===== src/rtl/xpar_mbox_pkg.sv =====
`default_nettype none
// ----------------------------------------------------------------------------
// xpar_mbox_pkg : register map and STATUS bit positions for the mailbox.
// Rev 1.0
// ----------------------------------------------------------------------------
package xpar_mbox_pkg;

  typedef enum logic [1:0] {
    MBOX_DATA   = 2'd0,
    MBOX_STATUS = 2'd1,
    MBOX_POP    = 2'd2,
    MBOX_LEVEL  = 2'd3
  } mbox_reg_e;

  localparam int ST_RX_EMPTY = 0;
  localparam int ST_RX_FULL  = 1;
  localparam int ST_TX_EMPTY = 2;
  localparam int ST_TX_FULL  = 3;
  localparam int ST_TX_OVF   = 4;
  localparam int ST_RX_UNF   = 5;
  localparam int ST_IRQ_EN   = 6;

  localparam int LVL_TX_LSB  = 16;
  localparam int LVL_RX_LSB  = 0;

endpackage
`default_nettype wire


===== src/rtl/xpar_mbox_xsync_fifo.sv =====
`default_nettype none
// ----------------------------------------------------------------------------
// xpar_mbox_xsync_fifo : synchronous FIFO, combinational head, level counter.
// Rev 1.0
// ----------------------------------------------------------------------------
module xpar_mbox_xsync_fifo #(
  parameter int WIDTH      = 32,
  parameter int DEPTH_LOG2 = 3
) (
  input  logic                  clk,
  input  logic                  rst,
  input  logic                  push_i,
  input  logic [WIDTH-1:0]      push_data_i,
  input  logic                  pop_i,
  output logic [WIDTH-1:0]      head_o,
  output logic                  full_o,
  output logic                  empty_o,
  output logic [DEPTH_LOG2:0]   level_o
);

  localparam int DEPTH = 1 << DEPTH_LOG2;

  logic [WIDTH-1:0]      mem_q [DEPTH];
  logic [DEPTH_LOG2-1:0] wr_ptr_q, rd_ptr_q;
  logic [DEPTH_LOG2:0]   level_q, level_d;
  logic                  w_push, w_pop;

  assign w_push = push_i & ~full_o;
  assign w_pop  = pop_i & ~empty_o;

  always_comb begin
    level_d = level_q;
    case ({w_push, w_pop})
      2'b10:   level_d = level_q + 1'b1;
      2'b01:   level_d = level_q - 1'b1;
      default: level_d = level_q;
    endcase
  end

  always_ff @(posedge clk) begin
    if (rst) begin
      wr_ptr_q <= '0;
      rd_ptr_q <= '0;
      level_q  <= '0;
    end else begin
      if (w_push) wr_ptr_q <= wr_ptr_q + 1'b1;
      if (w_pop)  rd_ptr_q <= rd_ptr_q + 1'b1;
      level_q <= level_d;
    end
  end

  // Storage is deliberately not reset; the pointers define what is valid.
  always_ff @(posedge clk) begin
    if (w_push) mem_q[wr_ptr_q] <= push_data_i;
  end

  assign head_o  = mem_q[rd_ptr_q];
  assign full_o  = level_q[DEPTH_LOG2];
  assign empty_o = (level_q == '0);
  assign level_o = level_q;

endmodule
`default_nettype wire


===== src/rtl/xpar_mbox.sv =====
`default_nettype none
// ----------------------------------------------------------------------------
// xpar_mbox : picoVersat parallel-bus mailbox with host RX/TX FIFOs.
// Define MBOX_IRQ_EN to add the registered irq output. Rev 1.0
// ----------------------------------------------------------------------------
module xpar_mbox
  import xpar_mbox_pkg::*;
#(
  parameter int DATA_W     = 32,
  parameter int PAR_ADDR_W = 4,
  parameter int DEPTH_LOG2 = 3
) (
  input  logic                  clk,
  input  logic                  rst,
  input  logic [PAR_ADDR_W-1:0] par_addr,
  input  logic                  par_we,
  input  logic [DATA_W-1:0]     par_out,
  output logic [DATA_W-1:0]     par_in,
  input  logic [DATA_W-1:0]     host_rx_data,
  input  logic                  host_rx_valid,
  output logic                  host_rx_ready,
  output logic [DATA_W-1:0]     host_tx_data,
  output logic                  host_tx_valid,
  input  logic                  host_tx_ready
`ifdef MBOX_IRQ_EN
  ,
  output logic                  irq
`endif
);

  localparam int LVL_W = DEPTH_LOG2 + 1;

  mbox_reg_e         w_reg;
  logic              w_wr_data, w_wr_status, w_wr_pop;
  logic              rx_push, rx_pop, rx_full, rx_empty;
  logic              tx_push, tx_pop, tx_full, tx_empty;
  logic [DATA_W-1:0] rx_head;
  logic [LVL_W-1:0]  rx_level, tx_level;
  logic              tx_ovf_q, tx_ovf_d, rx_unf_q, rx_unf_d;
  logic              irq_en;
  logic [DATA_W-1:0] w_status, w_level;

  assign w_reg       = mbox_reg_e'(par_addr[1:0]);
  assign w_wr_data   = par_we & (w_reg == MBOX_DATA);
  assign w_wr_status = par_we & (w_reg == MBOX_STATUS);
  assign w_wr_pop    = par_we & (w_reg == MBOX_POP);

  generate
    if (PAR_ADDR_W > 2) begin : g_addr_hi
      logic unused_addr_hi;
      assign unused_addr_hi = ^par_addr[PAR_ADDR_W-1:2];
    end
  endgenerate

  // Ready excludes same-cycle POP so there is no comb path from par_we to the host.
  assign rx_push       = host_rx_valid & ~rx_full;
  assign rx_pop        = w_wr_pop & ~rx_empty;
  assign host_rx_ready = ~rx_full;

  assign tx_push       = w_wr_data & ~tx_full;
  assign tx_pop        = host_tx_ready & ~tx_empty;
  assign host_tx_valid = ~tx_empty;

  xpar_mbox_xsync_fifo #(.WIDTH(DATA_W), .DEPTH_LOG2(DEPTH_LOG2)) u_rx_fifo (
    .clk         (clk),
    .rst         (rst),
    .push_i      (rx_push),
    .push_data_i (host_rx_data),
    .pop_i       (rx_pop),
    .head_o      (rx_head),
    .full_o      (rx_full),
    .empty_o     (rx_empty),
    .level_o     (rx_level)
  );

  xpar_mbox_xsync_fifo #(.WIDTH(DATA_W), .DEPTH_LOG2(DEPTH_LOG2)) u_tx_fifo (
    .clk         (clk),
    .rst         (rst),
    .push_i      (tx_push),
    .push_data_i (par_out),
    .pop_i       (tx_pop),
    .head_o      (host_tx_data),
    .full_o      (tx_full),
    .empty_o     (tx_empty),
    .level_o     (tx_level)
  );

  assign tx_ovf_d = (tx_ovf_q & ~(w_wr_status & par_out[ST_TX_OVF])) | (w_wr_data & tx_full);
  assign rx_unf_d = (rx_unf_q & ~(w_wr_status & par_out[ST_RX_UNF])) | (w_wr_pop & rx_empty);

  always_ff @(posedge clk) begin
    if (rst) begin
      tx_ovf_q <= 1'b0;
      rx_unf_q <= 1'b0;
    end else begin
      tx_ovf_q <= tx_ovf_d;
      rx_unf_q <= rx_unf_d;
    end
  end

`ifdef MBOX_IRQ_EN
  logic irq_en_q, irq_q;

  always_ff @(posedge clk) begin
    if (rst) begin
      irq_en_q <= 1'b0;
      irq_q    <= 1'b0;
    end else begin
      if (w_wr_status) irq_en_q <= par_out[ST_IRQ_EN];
      irq_q <= irq_en_q & (~rx_empty | tx_ovf_q);
    end
  end

  assign irq_en = irq_en_q;
  assign irq    = irq_q;
`else
  assign irq_en = 1'b0;
`endif

  always_comb begin
    w_status              = '0;
    w_status[ST_RX_EMPTY] = rx_empty;
    w_status[ST_RX_FULL]  = rx_full;
    w_status[ST_TX_EMPTY] = tx_empty;
    w_status[ST_TX_FULL]  = tx_full;
    w_status[ST_TX_OVF]   = tx_ovf_q;
    w_status[ST_RX_UNF]   = rx_unf_q;
    w_status[ST_IRQ_EN]   = irq_en;
  end

  always_comb begin
    w_level                         = '0;
    w_level[LVL_TX_LSB +: LVL_W]    = tx_level;
    w_level[LVL_RX_LSB +: LVL_W]    = rx_level;
  end

  always_comb begin
    par_in = '0;
    case (w_reg)
      MBOX_DATA:   par_in = rx_empty ? '0 : rx_head;
      MBOX_STATUS: par_in = w_status;
      MBOX_LEVEL:  par_in = w_level;
      default:     par_in = '0;
    endcase
  end

endmodule
`default_nettype wire


===== config.mk =====
export PLATFORM = sky130hd
export DESIGN_NAME = xpar_mbox
export DESIGN_NICKNAME = d
export VERILOG_FILES = /design/src/rtl/xpar_mbox_pkg.sv /design/src/rtl/xpar_mbox_xsync_fifo.sv /design/src/rtl/xpar_mbox.sv
export SDC_FILE = /design/constraint.sdc
export NUM_CORES = 1
export LEC_CHECK = 0
export CAP_MARGIN = 20
export CELL_PAD_IN_SITES_DETAIL_PLACEMENT = 1
export CELL_PAD_IN_SITES_GLOBAL_PLACEMENT = 1
export CORE_MARGIN = 2
export CORE_UTILIZATION = 23
export DETAILED_ROUTE_END_ITERATION = 7
export PLACE_DENSITY = 0.41
export SETUP_SLACK_MARGIN = 0.4
export SLEW_MARGIN = 5
export SYNTH_ARGS = -nofsm -noshare
export SYNTH_HDL_FRONTEND = slang
export SYNTH_SLANG_ARGS = --single-unit

===== constraint.sdc =====
create_clock -name clk -period 4.7 [get_ports clk]
set_clock_uncertainty 0.15 [all_clocks]
set_input_delay 1.175 -clock clk [delete_from_list [all_inputs] [get_ports clk]]
set_output_delay 1.175 -clock clk [all_outputs]
set_load 0.005 [all_outputs]

Yosys cells after proc, flatten, opt, wreduce, memory -nomap -nowiden
Memory sizes are Yosys's and may differ from the RTL's. A register that Yosys moved wholly into a read port is not among the register bits.
Cells that the tools add are included.
Word-level totals
  memories kept: 2
  memory bits (writable): 512
  output and inout bits: 66
  flip-flop bits (word level): 22
  bits of input ports: 73
Operators by class
  add/subtract/negate cells: 8
  bitwise logic cells: 25
  mux-type cells: 12
  equal/unequal tests: 7
  reduce and logical (&&, ||, !) cells: 5
Memories
  u_rx_fifo.mem_q: words 8, bits a word 32, rd ports 1, clocked after memory_dff 1, write ports 1, line xpar_mbox_xsync_fifo.sv:23  | logic [WIDTH-1:0] mem_q [DEPTH];
  u_tx_fifo.mem_q: words 8, bits a word 32, rd ports 1, clocked after memory_dff 1, write ports 1, line xpar_mbox_xsync_fifo.sv:23
Operators by type and width (count)
  32-bit one-hot mux with 3 select lines: 1
  32-bit two-way mux: 1
  1-bit bitwise AND: 17
  4-bit one-hot mux with 2 select lines: 2
  3-bit by 1-bit adder with 3-bit output (second input constant): 4
  3-bit two-way mux: 4
  4-bit by 1-bit adder with 4-bit output (second input constant): 2
  2-bit == test (second input constant): 4
  4-bit logical NOT: 2
  4-bit by 1-bit subtractor with 4-bit output (second input constant): 2
  2-bit by 1-bit == test with 1-bit output (second input constant): 3
  1-bit NOT: 6
  1-bit two-way mux: 4
  2-bit nonzero test: 2
  2-bit logical NOT: 1
  1-bit bitwise OR: 2

Depth between registers and ports, before layout
Gate-level depths: netlist of run 1.
  depth in word-level cells: 6
  mapped depth: 12
  gate-level depth less buffers: 10

Modules after synthesis
A second synthesis of run 1 with hierarchy kept.
Unflattened totals
  cells, all modules: 956
  area total of the unflattened synthesis: 21312.9 µm²
By module, submodules not included
  xpar_mbox_xsync_fifo: seq. area each 7947.6 µm², times used 2, cells an instance 444, area an instance 10420.0 µm²
  xpar_mbox: seq. area each 40.0 µm², times used 1, cells an instance 68, area an instance 473.0 µm²

Least setup slack after synthesis of run 1
No wires, ideal clock.
  path kind: input to register
  from: input port par_addr[1]
  to: memory u_tx_fifo.mem_q[0][0] (enable)
  data required time: 4089 ps
  cell stages on the path: 3
  data arrival time: 3970 ps
  path slack: 119 ps
  cells stage by stage: nor4b_2 -> nand2b_1 -> nor3_1
Between the ends
  word-level cells in the longest chain between the ends: 6
RTL lines
  start, declared: line xpar_mbox.sv:15  | input logic [PAR_ADDR_W-1:0] par_addr,
  2-bit logical NOT: line xpar_mbox.sv:44  | assign w_wr_data = par_we & (w_reg == MBOX_DATA);
  1-bit bitwise AND: line xpar_mbox.sv:44
  1-bit bitwise AND: line xpar_mbox.sv:60  | assign tx_push = w_wr_data & ~tx_full;
  1-bit bitwise AND: line xpar_mbox_xsync_fifo.sv:28  | assign w_push = push_i & ~full_o;
  1-bit two-way mux: line xpar_mbox_xsync_fifo.sv:54  | if (w_push) mem_q[wr_ptr_q] <= push_data_i;
  1-bit two-way mux (implied by the code): line xpar_mbox_xsync_fifo.sv:54
  end, declared: line xpar_mbox_xsync_fifo.sv:23
No other way between the ends.

Worst setup path in the final report of run 1
  from: input port par_addr[1]
  to: output port par_in[4]
Between the ends
  word-level cells in the longest chain between the ends: 2
  elaborated cells between the ends (all ways): 4
  classes of those cells: eq/ne (2); mux (1); reduce/logical (1)
RTL lines
  2-bit == test, or another cell as far along: line xpar_mbox.sv:139  | case (w_reg)
  32-bit one-hot mux with 3 select lines *: line xpar_mbox.sv:139
  end, declared: line xpar_mbox.sv:18  | output logic [DATA_W-1:0] par_in,
Mark *: on every way between the ends. The rest lies on a longest branch, timed or not.

==> key figures, run 1 <==
Cells and area
  – Nets: 1251
  – Multi-input logic area: 4750 um2
  – Non-Filler Instances: 2397
  – Area growth from synthesis to layout: 24.7%
  – Layout cells sized above 1: 26.2%
  – Fillers: 9207
  – Storage cell area: 16000 um2

STA
  – Hold Slack: 0.330 ns
  – Slew margin rel.: 38.5%
  – Final setup viols: 0
  – Final Hold Fails: 0
  – Final WS setup: 0.512 ns
  – Fmax: 0.239 GHz
  – Least-Margin Pin Slew: 0.919 ns
  – RSZ-0062 raised after global routing: false
  – Setup TNS Final: 0 ns
  – Final period util: 89.1%
  – Max-slew violations: 0
  – Tmin final: 4.19 ns

GRT
  – First-pass GRT wire length: 77900 um
  – Initial antenna violation count: 5
  – Overflow after GRT: 0
  – Total track usage: 11.3%
  – Number of global-route vias before repair: 11300
  – Largest net degree at the start of global routing: 43

Routing
  – DR WL met3: 2160 um
  – DR WL/cell: 21.8 um
  – Drt first pass iters: 4
  – WL final: 52400 um
  – 1st-iter DRT viols: 472
  – DR vias: 9974
  – Highest routed layer: met5
  – M1 wire length: 23300 um
  – Metal2 WL: 25800 um
  – Drt drc: 0
  – Routed vias/inst: 4.16
  – Remaining antenna violation count after routing: 0

Logic synthesis
  – Unique masters post-synth: 42
  – Syn nets: 1053
  – Top cell type's share of synthesized area: 73.7%
  – Leading area contributor after synthesis: edfxtp_1
  – Synth area leaders: edfxtp_1, mux4_2, dfxtp_1
  – Synth Register Bits: 540
  – Mapped Cells: 970
  – YS warnings: 0
  – Post-synthesis sequential area ratio: 76.4%
  – Post-Syn Area: 20900 um2
  – Mapped Avg Cell Area: 21.5 um2

Clocking
  – Htree depth: 2
  – Clock Sink Count: 540
  – Number of CTS-inserted buffers: 61
  – Clk_lat worst skew: 0.62 ns
  – Clock transition at path regs: 0.06 ns
  – TritonCTS clock tree: built
  – CTS root buf: clkbuf_16
  – Clock buffer depth: 3
  – Hold Buf Count CTS: 0

Worst hold path
  – Worst hold start: u_tx_fifo.rd_ptr_q[1]
  – Hold WC Path Type: flip-flop to flip-flop
  – Hold path depth: 2

Floorplanning
  – # IOs: 139
  – Rows: 110
  – Initial Utilization: 23.2%
  – Die area: 93100 um2
  – Die Wd: 305 um
  – Die height: 305 um
  – Core Region: 90000 um2

Place
  – Hpwl dp: 29700 um
  – IO Port Bufs: 136
  – RePlAce Congestion: 0.656
  – DP Cell Count: 2280
  – DP Worst Slack: 0.156 ns

Critical path
  – Crit path buffers/inverters: 2
  – Setup crit end kind: output pin
  – Setup CP Type: input pin to output pin
  – CP max stage cell: clkdlybuf4s50_1
  – Worst reg2reg path depth: 10
  – CP startpoint kind: input pin
  – Max FO, Critical Path: 6
  – FF-to-FF End: u_tx_fifo.level_o[2]
  – CP peak stage delay: 0.53 ns
  – Worst flop-to-flop path startpoint: u_tx_fifo.level_o[3]
  – Req. time, crit path: 3.38 ns
  – Reg2Reg Setup Slack: 1.79 ns
  – Worst Path Arrival: 2.86 ns
  – Critical path's top delay family: buffers and inverters
  – Crit-path cells: dlygate4sd2_1 -> or3_4 -> nor2_4 -> a221o_1 -> clkdlybuf4s50_1

Outcome
  – Status: completed

Power
  – VDD IR max: 289 uV
  – Power per Cell Area: 444 nW/um2
  – Pleak: 7.93 nW
  – Tot Pwr: 0.0115 W

Job
  – Max-cap violations: 0
metal layers:
layer / vias up / GRT usage [%]
met4: 6 / 2.90
met5: - / 0
met2: 173 / 19.2
li1: 4407 / -
met3: 88 / 2.33
met1: 5300 / 14.6
cell usage in the layout, fill, tap and decap left out, types with 9 or more instances in the layout:
master           synthesis  routed
clkinv_1                 0      20
nand3_1                  9       9
a21oi_1                 16      12
dfxtp_1                 28      22
clkbuf_16                0      61
clkdlybuf4s50_1          0     128
mux2i_1                 36      36
xor2_1                  10      10
mux2_2                  34      34
nand2_1                 25      25
buf_4                    2      34
edfxtp_1               512     512
nor2_4                   0      13
buf_12                   0      10
mux4_2                 124     124
clkbuf_1                 9      14
nor2_1                  56      43
ha_1                    10      10
Yosys cell counts:
library cell and instances:
a21oi_1 16, o21a_1 1, clkbuf_1 9, nor4_2 1
or3_1 3, mux2i_1 36, a21o_1 1, dfxtp_1 28
a211o_1 1, edfxtp_1 512, and2b_1 1, xnor2_2 1
and2_4 1, o2111ai_1 4, buf_1 16, nor2_1 56
nand2b_1 6, a31oi_1 2, nor4b_2 1, xnor2_1 1
or4_1 2, ha_1 10, buf_2 5, o21ai_0 4
a221o_1 6, buf_4 2, nor2b_1 5, nor3_1 8
xor2_1 10, nor2_2 1, a2bb2oi_1 1, nand2_2 1
mux4_2 124, and4_1 1, inv_1 5, mux2_2 34
buf_6 15, and3_1 3, nand2_1 25, nand3b_1 1
nand3_1 9, clkbuf_2 1
timing repair:
item,CTS,global route
setup buffers,1,0
endpoints found under the setup margin,51,27
pin swaps,6,0
resized for setup,12,8
power breakdown:
part	internal, W	switching [W]	total [W]	leakage (nW)
Clock	0.00274	0.00195	0.00469	0.954
Sequential	0.00536	0.0000917	0.00545	4.86
Combinational	0.000786	0.000611	0.00140	2.12
Total	0.00888	0.00266	0.0115	7.93
layout make-up:
class	count	area share, %
antenna	1	0.00962
tap	1176	5.66
clock buffer	77	6.18
inverter	5	0.0722
sequential	540	61.3
multi-input combinational	377	18.3
clock inverter	38	1.39
timing repair buffer	183	7.12
how the worst max path moves through the flow:
stage | start | endpoint | slack (ns) | cells past startpoint
after floorplan | host_rx_valid | u_rx_fifo.mem_q[0][0] | 0.40 | 3
after global placement | par_addr[1] | par_in[0] | 0.14 | 5
after detailed placement | par_addr[1] | par_in[0] | 0.16 | 5
after CTS | par_addr[0] | par_in[0] | 0.26 | 5
after global routing | flip-flop | host_tx_data[5] | 0.41 | 4
final | par_addr[1] | par_in[4] | 0.51 | 5
sequential cells by signal, summed over array words and instances, names as in the netlist, 3 cells and up, named ones only:
name / cells
u_tx_fifo.rd_ptr_q: 3
u_rx_fifo.rd_ptr_q: 3
u_tx_fifo.mem_q: 256
u_rx_fifo.wr_ptr_q: 3
u_rx_fifo.level_o: 4
u_rx_fifo.mem_q: 256
u_tx_fifo.level_o: 4
u_tx_fifo.wr_ptr_q: 3
kinds of logic after synthesis:
logic type               share of synthesized area [%]
AO/OA/AOI/OAI                                     1.15
buffers and inverters                             1.57
flip-flops                                        76.4
adder cells (fa/ha/maj)                          0.600
AND/OR/NAND/NOR                                   2.80
XOR/XNOR                                         0.540
multiplexers                                      17.0
worst reg2reg max path: cells and delay by family, from the launching register on:
| kind | cells | cell delay, ns |
|---|---|---|
| compound gates | 2 | 0.28 |
| xor+xnor | 2 | 0.26 |
| fa+ha+maj | 2 | 0.45 |
| buf+inv | 1 | 0.07 |
| flops | 1 | 0.40 |
| simple gates | 3 | 1.22 |
per-stage QoR:
| stage | instance area (um2) | util [%] |
|---|---|---|
| 2_1_floorplan | 20900 | - |
| 3_3_place_gp | 24000 | 26.6 |
| 3_5_place_dp | 24000 | 26.6 |
| 4_1_cts | 26000 | 28.9 |
| 5_1_grt | 26000 | 28.9 |
| 6_report | 26000 | 28.9 |
(Power assumes the default switching activity.)
==> run 2: changes to the inputs <==
Settings changed: CORE_UTILIZATION 23 to 47, PLACE_DENSITY 0.41 to 0.74.
==> run 2 against run 1 <==
Fmax about the same. Combinational power down 4%. Sequential power barely moved. Final area down 3.9%. Global-route usage increased by 8.3 points. Via count shrank 0.13%. First-iteration DRC count is 49% higher. Critical path depth is the same. Highest routed layer unchanged. Final cell count fell by 25%.
==> key figures, run 2 (synthesis gave the netlist of run 1 again) <==
Place
  – IO Port Bufs: 136 (unchanged)
  – DP Cell Count: 1681 (-26%)
  – Hpwl dp: 25200 um (-15%)
  – Area post-placement: 23200 um2 (-3.4%)
  – RePlAce Congestion: 0.721 (+9.9%)

Routing
  – DR vias: 9961 (-0.13%)
  – Drt drc: 0 (unchanged)
  – Drt first pass iters: 5 (+1)
  – Routed vias/inst: 5.57 (+34%)
  – Remaining antenna violation count after routing: 0 (unchanged)
  – WL final: 44100 um (-16%)
  – 1st-iter DRT viols: 702 (+49%)
  – DR WL/cell: 24.7 um (+13%)

Critical path
  – Req. time, crit path: 3.38 ns (about the same)
  – Worst reg2reg path depth: 10 (unchanged)
  – CP startpoint kind: input pin
  – Critical path's top delay family: buffers and inverters
  – Worst flop-to-flop path startpoint: u_tx_fifo.level_o[3]
  – CP peak stage delay: 0.51 ns (-0.02 ns)
  – Setup CP Type: input pin to output pin
  – Max FO, Critical Path: 7 (+1)
  – CP Depth: 5 (unchanged)
  – Crit-path cells: dlygate4sd2_1 -> or3_4 -> nor2_4 -> a221o_1 -> clkdlybuf4s50_1
  – Reg2Reg Setup Slack: 1.80 ns (about the same)
  – FF-to-FF End: u_tx_fifo.level_o[2]
  – Worst Path Arrival: 2.86 ns (about the same)
  – Setup crit end kind: output pin
  – CP max stage cell: clkdlybuf4s50_1
  – Crit path buffers/inverters: 2 (unchanged)
  – CP startpoint: par_addr[0]

Clocking
  – TritonCTS clock tree: built
  – Hold Buf Count CTS: 0 (unchanged)
  – Number of CTS-inserted buffers: 54 (-11%)
  – Clock Sink Count: 540 (unchanged)
  – CTS root buf: clkbuf_16
  – Clock buffer depth: 3 (unchanged)
  – Clk_lat worst skew: 0.59 ns (-0.03 ns)
  – Clock transition at path regs: 0.06 ns (about the same)
  – Htree depth: 2 (unchanged)

Floorplanning
  – Die area: 46100 um2 (-51%)
  – Core Region: 44000 um2 (-51%)
  – Rows: 77 (-30%)
  – Die height: 215 um (-30%)
  – # IOs: 139 (unchanged)
  – Die Wd: 215 um (-30%)
  – Initial Utilization: 47.4% (+24 points)

Worst hold path
  – Hold WC Path Type: flip-flop to flip-flop
  – Hold path depth: 2 (unchanged)
  – Worst hold start: u_tx_fifo.rd_ptr_q[1]

STA
  – RSZ-0062 raised after global routing: false
  – Fmax: 0.239 GHz (about the same)
  – Slew margin rel.: 28.0% (-10 points)
  – Tmin final: 4.19 ns (+0.00140 ns)
  – Setup TNS Final: 0 ns (unchanged)
  – Max-slew violations: 0 (unchanged)
  – Final period util: 89.1% (about the same)
  – Least-Margin Pin Slew: 1.08 ns (+0.157 ns)
  – Final Hold Fails: 0 (unchanged)
  – Final setup viols: 0 (unchanged)

GRT
  – Initial antenna violation count: 3 (-2)
  – Total track usage: 19.5% (+8.3 points)
  – Number of global-route vias before repair: 11100 (-1.8%)
  – Largest net degree at the start of global routing: 65 (+51%)
  – Overflow after GRT: 0 (unchanged)
  – First-pass GRT wire length: 67700 um (-13%)

Cells and area
  – Ant. Diodes: 0 (-1)
  – Most common library cell in the layout ignoring fill and taps: edfxtp_1
  – Non-Filler Instances: 1788 (-25%)
  – Cell area after layout: 25000 um2 (-3.9%)
  – Nets: 1238 (-1.0%)
  – Layout cells sized above 1: 25.8% (-0.48 points)
  – Area growth from synthesis to layout: 19.8%
  – Commonest non-fill, non-tap cells in the layout: edfxtp_1, clkdlybuf4s50_1, mux4_2
  – Top Registers: u_rx_fifo.mem_q: 256 flops, u_tx_fifo.mem_q: 256 flops

Power
  – VDD IR max: 315 uV (+8.9%)
  – Tot Pwr: 0.0109 W (-5.3%)
  – Power per Cell Area: 437 nW/um2 (-1.4%)
  – Pleak: 7.74 nW (-2.4%)

Outcome
  – Status: completed

Job
  – Max-cap violations: 0 (unchanged)
==> run 2: cell types whose count changed in the layout (fill, tap and decap cells not counted), sizes merged, moves of 4 or more <==
cell | previous run | this run
clkinv | 29 | 18
dlygate4sd2 | 6 | 2
clkdlybuf4s50 | 128 | 134
buf | 47 | 41
clkbuf | 77 | 71
==> run 2: layout make-up <==
type | count | area (um2)
Clock buffer | 71 | 1470
Clock inverter | 26 | 234
Fill cell | 3772 | 19000
Inverter | 5 | 18.8
Multi-Input combinational cell | 377 | 4750
Sequential cell | 540 | 15900
Tap cell | 592 | 741
Timing Repair Buffer | 177 | 1830
==> run 2: worst register-to-register path, stage by stage, from the launching register on <==
cell     delay, ns
dfxtp_1       0.39
or4_1         0.71
nand2_2       0.17
inv_1         0.07
ha_1          0.27
xor2_1        0.17
ha_1          0.18
a21oi_1       0.15
xor2_1        0.10
or3_1         0.31
a21oi_1       0.15
==> run 2: layer usage <==
layer	vias to the layer above	global-route usage (%)	share of wire, %
li1	4370	-	-
met1	5260	25.2	41
met2	263	34.2	52
met3	64	3.55	4.8
met4	4	5.46	1.9
met5	-	0	0.057
==> run 2: timing repair <==
item | in CTS | in global routing
setup endpoints to repair | 32 | 10
gates resized for setup | 12 | 3
pin swaps | 3 | 0
setup buffers | 0 | 10
==> run 2: worst max-delay path by stage <==
stage | end | slack, ns
floorplan | u_rx_fifo.mem_q[0][0] | 0.40
global placement | par_in[1] | 0.17
detailed placement | par_in[1] | 0.16
CTS | par_in[0] | 0.41
global route | host_tx_data[9] | 0.44
finish | par_in[2] | 0.51
==> run 2: report_power, final <==
part           switching, W  total, W  internal [W]
Combinational      0.000563   0.00134      0.000781
Clock               0.00174   0.00414       0.00241
Sequential        0.0000892   0.00545       0.00536
Total               0.00239    0.0109       0.00854
==> run 2: stage by stage <==
stage                     util, %  setup WS [ns]  hold WS, ns
after floorplan                 -          0.400        0.304
after global placement       52.6          0.171        0.315
after detailed placement     52.6          0.156        0.330
after CTS                    56.6          0.410        0.334
after global routing         56.8          0.443        0.360
final                        56.8          0.511        0.334
